<file path="src/rtl/x1dn_pkg.sv">
// ---------------------------------------------------------------------------
// x1dn_pkg: shared frame geometry and deserializer state encoding.
// Rev 1.0
// ---------------------------------------------------------------------------
`default_nettype none

package x1dn_pkg;

  localparam int FRAME_BYTES = 4;
  localparam int X_WIDTH     = 27;

  typedef enum logic [2:0] {
    IDLE = 3'd0,
    B1   = 3'd1,
    B2   = 3'd2,
    B3   = 3'd3,
    DONE = 3'd4
  } state_e;

endpackage

`default_nettype wire

</file>
<file path="src/rtl/x1dn_in_deser.sv">
// ---------------------------------------------------------------------------
// x1dn_in_deser: assembles 4-byte frames into the 27-bit x1dn input vector.
// Rev 1.0
// ---------------------------------------------------------------------------
`default_nettype none

module x1dn_in_deser
  import x1dn_pkg::*;
#(
  parameter int FRAME_CNT_W = 16,
  parameter int ERR_CNT_W   = 8
) (
  input  logic                   clk,
  input  logic                   rst,
  input  logic [7:0]             in_data,
  input  logic                   in_sof,
  input  logic                   in_valid,
  output logic                   in_ready,
  output logic [X_WIDTH-1:0]     x_vec,
  output logic                   x_valid,
  input  logic                   x_ready,
  output logic                   frame_err,
  output logic [FRAME_CNT_W-1:0] frame_cnt,
  output logic [ERR_CNT_W-1:0]   err_cnt
);

  localparam int ASM_W = (FRAME_BYTES - 1) * 8;

  state_e               state_q, state_d;
  logic [X_WIDTH-1:0]   asm_q, asm_d;
  logic [X_WIDTH-1:0]   xvec_q, xvec_d;
  logic                 xval_q, xval_d;
  logic                 err_q, err_d;
  logic [FRAME_CNT_W-1:0] fcnt_q;
  logic [ERR_CNT_W-1:0]   ecnt_q;
  logic                 accept;
  logic                 drain;

  assign in_ready = ~rst & (state_q != DONE);
  assign accept   = in_valid & in_ready;
  assign drain    = xval_q & x_ready;

  always_comb begin
    state_d = state_q;
    asm_d   = asm_q;
    xvec_d  = xvec_q;
    xval_d  = xval_q & ~drain;
    err_d   = 1'b0;
    if (state_q == DONE) begin
      // Parked frame moves into the holding register as soon as it frees up.
      if (drain) begin
        xvec_d  = asm_q;
        xval_d  = 1'b1;
        state_d = IDLE;
      end
    end else if (accept) begin
      if (in_sof) begin
        err_d       = (state_q != IDLE);
        asm_d[7:0]  = in_data;
        state_d     = B1;
      end else begin
        case (state_q)
          IDLE: err_d = 1'b1;
          B1: begin
            asm_d[15:8] = in_data;
            state_d     = B2;
          end
          B2: begin
            asm_d[23:16] = in_data;
            state_d      = B3;
          end
          B3: begin
            if (in_data[7:3] != 5'd0) begin
              err_d   = 1'b1;
              state_d = IDLE;
            end else begin
              asm_d[X_WIDTH-1:ASM_W] = in_data[2:0];
              if (!xval_q || drain) begin
                xvec_d  = {in_data[2:0], asm_q[ASM_W-1:0]};
                xval_d  = 1'b1;
                state_d = IDLE;
              end else begin
                state_d = DONE;
              end
            end
          end
          default: state_d = IDLE;
        endcase
      end
    end
  end

  always_ff @(posedge clk) begin
    if (rst) begin
      state_q <= IDLE;
      asm_q   <= '0;
      xvec_q  <= '0;
      xval_q  <= 1'b0;
      err_q   <= 1'b0;
      fcnt_q  <= '0;
      ecnt_q  <= '0;
    end else begin
      state_q <= state_d;
      asm_q   <= asm_d;
      xvec_q  <= xvec_d;
      xval_q  <= xval_d;
      err_q   <= err_d;
      if (drain) begin
        fcnt_q <= fcnt_q + FRAME_CNT_W'(1);
      end
      if (err_q && !(&ecnt_q)) begin
        ecnt_q <= ecnt_q + ERR_CNT_W'(1);
      end
    end
  end

  assign x_vec     = xvec_q;
  assign x_valid   = xval_q;
  assign frame_err = err_q;
  assign frame_cnt = fcnt_q;
  assign err_cnt   = ecnt_q;

endmodule

`default_nettype wire

</file>
<file path="config.mk">
export PLATFORM = sky130hd
export DESIGN_NAME = x1dn_in_deser
export DESIGN_NICKNAME = d
export VERILOG_FILES = /design/src/rtl/x1dn_pkg.sv /design/src/rtl/x1dn_in_deser.sv
export SDC_FILE = /design/constraint.sdc
export NUM_CORES = 1
export LEC_CHECK = 0
export ABC_AREA = 1
export ABC_CLOCK_PERIOD_IN_PS = 1550
export CAP_MARGIN = 10
export CORE_MARGIN = 2
export CORE_UTILIZATION = 55
export DETAILED_ROUTE_END_ITERATION = 8
export DONT_BUFFER_PORTS = 1
export PLACE_DENSITY = 0.7
export SKIP_CTS_REPAIR_TIMING = 1
export SLEW_MARGIN = 20
export SYNTH_ARGS = -nofsm -noshare
export SYNTH_HDL_FRONTEND = slang
export SYNTH_SLANG_ARGS = --single-unit
</file>
<file path="constraint.sdc">
create_clock -name clk -period 1.55 [get_ports clk]
set_clock_uncertainty 0.1 [all_clocks]
set_input_delay 0 -clock clk [delete_from_list [all_inputs] [get_ports clk]]
set_output_delay 0 -clock clk [all_outputs]
set_load 0.02 [all_outputs]
</file>
# Word-level counts from Yosys, hierarchy flattened
# Index checks and enable logic that the tools add are counted.
# Widths: inputs -> output; s select.
dict set report word_totals {
  ff_bits 83
  out_inout_bits 54
  elab_cells 73
}
dict set report classes {
  add_sub_neg 2
  eq_ne 9
  mux 24
  bitwise 10
  n_reduce_logical 18
}
# op count
set ops {}
lappend ops {{$mux 27} 7}
lappend ops {{$mux 3} 6}
lappend ops {{$add 16x1->16 const B} 1}
lappend ops {{$pmux 3 s4} 1}
lappend ops {{$mux 1} 9}
lappend ops {{$add 8x1->8 const B} 1}
lappend ops {{$reduce_and 4->1} 2}
lappend ops {{$reduce_and 8->1} 1}
lappend ops {{$eq 3x2->1 const B} 2}
lappend ops {{$ne 3x3->1 const B} 2}
lappend ops {{$not 1->1} 6}
lappend ops {{$reduce_and 3->1} 2}
lappend ops {{$reduce_and 6->1} 1}
lappend ops {{$reduce_bool 2->1} 3}
lappend ops {{$reduce_and 5->1} 1}
lappend ops {{$reduce_bool 5->1} 1}
lappend ops {{$and 1x1->1} 4}
lappend ops {{$ne 2x2->1 const B} 2}
lappend ops {{$eq 3x1->1 const B} 1}
lappend ops {{$eq 3x3->1 const B} 1}
lappend ops {{$logic_not 3->1} 1}
lappend ops {{$reduce_bool 3->1} 1}
lappend ops {{$reduce_or 3->1} 1}
lappend ops {{$logic_not 1->1} 2}
lappend ops {{other kinds (4)} 4}

# Depth between registers and ports, before layout
dict set report logic_depth {
  depth_word 9
  ltp_mapped 10
  mapped_depth_nobuf 9
}

# Worst setup path before layout
# No wires, ideal clock.
dict set report synth_timing {
  kind {register -> register}
  start {register ecnt_q[0], in the netlist err_cnt[0]}
  end {register ecnt_q[7], in the netlist err_cnt[7]}
  setup_time_ps 132
  arrival_ps 1442
  slack_ps -124
  path_stages_with_launch 9
  n_path_buf 0
  synth_period_minus_slack_ps 1674
  cell_sequence {dfxtp_1 -> ha_1 -> nand2_1 -> nor3_1 -> nand2_1 -> nand2_1 -> inv_1 -> nand2_1 -> a21oi_1}
}
dict set report synth_via {
  elab_chain_len 3
  word_cells_on_any_way 4
  cone_classes {add/sub: 1; reduce/logical: 3}
}
# item line
set synth_lines {}
lappend synth_lines {{start: declaration} x1dn_in_deser.sv:35} ;# logic [ERR_CNT_W-1:0] ecnt_q;
lappend synth_lines {{start signal: assignment} x1dn_in_deser.sv:112} ;# ecnt_q <= ecnt_q + ERR_CNT_W'(1);
lappend synth_lines {{parallel branches: the longest is 3 deep, another holds $add 8x1->8} --}
# Several ways; the timed one is not identified.
# A chain may end at the register's enable or synchronous reset.

# Final worst setup path
dict set report layout_timing {
  start {register state_q[0]}
  end {register xvec_q[18], in the netlist x_vec[18]}
}
dict set report layout_via {
  elab_chain_len 5
  word_cells_on_any_way 13
  cone_classes {eq/ne: 6; mux: 1; bitwise: 2; reduce/logical: 4}
}
# item line
set layout_lines {}
lappend layout_lines {{start: declaration} x1dn_in_deser.sv:29} ;# state_e state_q, state_d;
lappend layout_lines {{start signal: assignment} x1dn_in_deser.sv:103} ;# state_q <= state_d;
lappend layout_lines {{$ne 3x3->1} x1dn_in_deser.sv:39} ;# assign in_ready = ~rst & (state_q != DONE);
lappend layout_lines {{$and 1x1->1} x1dn_in_deser.sv:39}
lappend layout_lines {{$and 1x1->1} x1dn_in_deser.sv:40} ;# assign accept = in_valid & in_ready;
lappend layout_lines {{$reduce_bool 2->1 (no line)} --}
lappend layout_lines {{$reduce_and 6->1 (no line)} --}
lappend layout_lines {{end signal: assignment} x1dn_in_deser.sv:105} ;# xvec_q <= xvec_d;
lappend layout_lines {{end: declaration} x1dn_in_deser.sv:31} ;# logic [X_WIDTH-1:0] xvec_q, xvec_d;
# Parallel ways exist; a longest one is shown, timed or not.

==> metrics <==
register share of total power=53.8%; design internal power=2.97 mW; layout net count=611; clock-pin slew on the worst setup and hold paths=0.08 ns; nature of the critical path endpoint=flop; drt via density=5.23; Synth Instances=533; Worst EP arrival=1.78 ns; Cell Area, Synth=3760 sq um; dpl ws=-0.160 ns; core area=6720 sq um; CTS tree=yes; Critical Path RT=1.70 ns; Setup CP Type=flop to flop; Critical Path Fanout Max=9; status=finished, violations left; Synth area leaders=dfxtp_1 (44%), nor2_1 (9.4%), nand2_1 (9.3%); grt ovf=0; Switching Share=27.6%; deepest clock path buffer count=2; Pins Over Slew Limit=0; PwrDens=830 nW/um^2; RSZ-0062 raised after global routing=yes; antenna cells=0; Yosys warning count=0; EDFF count, synth=0; Vias=3,563; DIE AREA=7520 sq um; Async SR Flop Fraction=0%; DRC=0; WL final=9.75 mm; first-pass GRT wire length=13.5 mm; top cell type's share of synthesized area=44.2%; Initial Utilization=56.0%; Hold Path Class=input port to flop; placed cell area=4120 sq um; Seq cells post-synth=83; Fmax=617 MHz; Worst Hold Slack=-0.397 ns; P_sw=1.13 mW; leading cell type in the layout, fill and taps excluded=nor2_1; Die H=86.7 um; largest net degree at the start of global routing=73; total track usage=22.5%; Die W=86.7 um; vias in the first global route=3,214; placed cells=641; Clock Latency Late Sink=0.35 ns; clock share of power=35.5%; post-route design area=4950 sq um; max cap viols=0; fin cells=681; actual slew at the worst max-slew pin=0.732 ns; top_reg_cell synth=dfxtp_1; Final ANT Viol Nets=0; maximum vdd drop=0.485 mV; layout cell share with drive strength beyond 1=32.6%; Setup-failing EPs final=20; number of buffers created by CTS=9; H-tree levels=3; DR iter-0 viols=217; per-cell routed wire length=14.3 um; leakage power=1.96 nW; Synth Area per Inst=7.06 sq um; initial antenna violation count=0; Initial DRT Pass Iterations=5; Detail Placement HPWL=5.68 mm; post-synthesis net count=548; root buffer cell=clkbuf_8; Unique masters post-synth=27; PnR worst setup slack=-0.0719 ns; min cycle time layout=1.62 ns; cell taking the most area after synthesis=dfxtp_1; count of clock tree sinks=83; commonest non-fill, non-tap cells in the layout=nor2_1 (78), nand2_1 (74), dfxtp_1 (74); Post-Route Setup TNS=-0.389 ns; # IOs=67; Worst slew margin=51.2%; row cnt=30; Tcrit/Tclk final=105%; failing checks=hold timing, setup timing; area grow syn2layout=31.5%; IO Port Bufs=0; global placer's final weighted congestion=0.868; crit start category=flop; Final Hold Fails=10; register area share after synthesis=44.2%; Logic pwr share=10.7%
[worst paths after layout]
check / from / to / slack [ns] / cells after the start
min reg2reg: asm_q[13]$_SDFFE_PP0P_ / asm_q[13]$_SDFFE_PP0P_ / 0.39 / 2
max: state_q[0]$_SDFFE_PP0P_ / x_vec[18]$_SDFFE_PP0P_ / -0.07 / 9
max reg2reg: state_q[0]$_SDFFE_PP0P_ / x_vec[18]$_SDFFE_PP0P_ / -0.07 / 9
min: rst / state_q[0]$_SDFFE_PP0P_ / -0.40 / 1
[cells in the mapped netlist (4+ instances only)]
cell type	count
nor2_1	94
nand2_1	93
dfxtp_1	83
inv_1	60
nand3_1	44
o21ai_0	42
nor2_2	41
a21oi_1	22
nor3_1	12
clkbuf_1	5
inv_2	5
buf_1	4
xor2_1	4
[kinds of logic (layout without fill, tap and decap cells)]
kind of cell	count (synthesis)	after routing	share of synthesized area, %
XOR/XNOR	4	4	0.931
buffers and inverters	81	148	8.98
adder cells (fa/ha/maj)	2	2	0.665
AO/OA/AOI/OAI	66	66	8.88
AND/OR/NAND/NOR	297	298	36.4
flip-flops	83	83	44.2
[sequential cells by signal, indices dropped and copies added, names as in the netlist]
name       count
asm_q         27
err_cnt        8
frame_cnt     16
frame_err      1
state_q        3
x_valid        1
x_vec         27
[worst max-delay path: stages (launching register included)]
cell and delay, ns:
dfxtp_4 0.37, buf_6 0.11, nand2_4 0.05, nor3_4 0.20
nand3_2 0.13, nand2_4 0.18, clkbuf_16 0.17, nand3_1 0.08
nand2_1 0.10, nor2_2 0.04
[stage by stage]
step	util (%)	total power, mW
3_3_place_gp	61.3	2.56
2_1_floorplan	-	2.49
3_5_place_dp	61.3	2.56
6_report	73.6	4.11
4_1_cts	64.1	4.00
5_1_grt	73.6	4.26
[layout make-up]
class | instances | area (sq um)
Tap cell | 80 | 100
Fill cell | 544 | 1770
Sequential cell | 83 | 1690
Inverter | 65 | 244
Clock buffer | 10 | 138
Clock inverter | 6 | 50.0
Multi-Input combinational cell | 370 | 2070
Timing Repair Buffer | 67 | 656
[power by group through the flow]
stage,Clock [mW],Sequential (mW),Combinational (mW)
after floorplan,0,2.26,0.224
after global placement,0,2.26,0.293
after detailed placement,0,2.26,0.298
after CTS,1.49,2.21,0.300
after global routing,1.57,2.22,0.474
final,1.46,2.21,0.438
[metal layers]
metal  track usage, %  part of all wire (%)  wire length [um]  up-vias
met5                0                     0                 0        -
met4             11.1                   1.7               165        0
met3             5.81                   6.7               653       14
met2             39.1                    50              4860      128
met1             25.6                    42              4060     1617
li1                 -                     -                 -     1804
(Power assumes the default switching activity.)
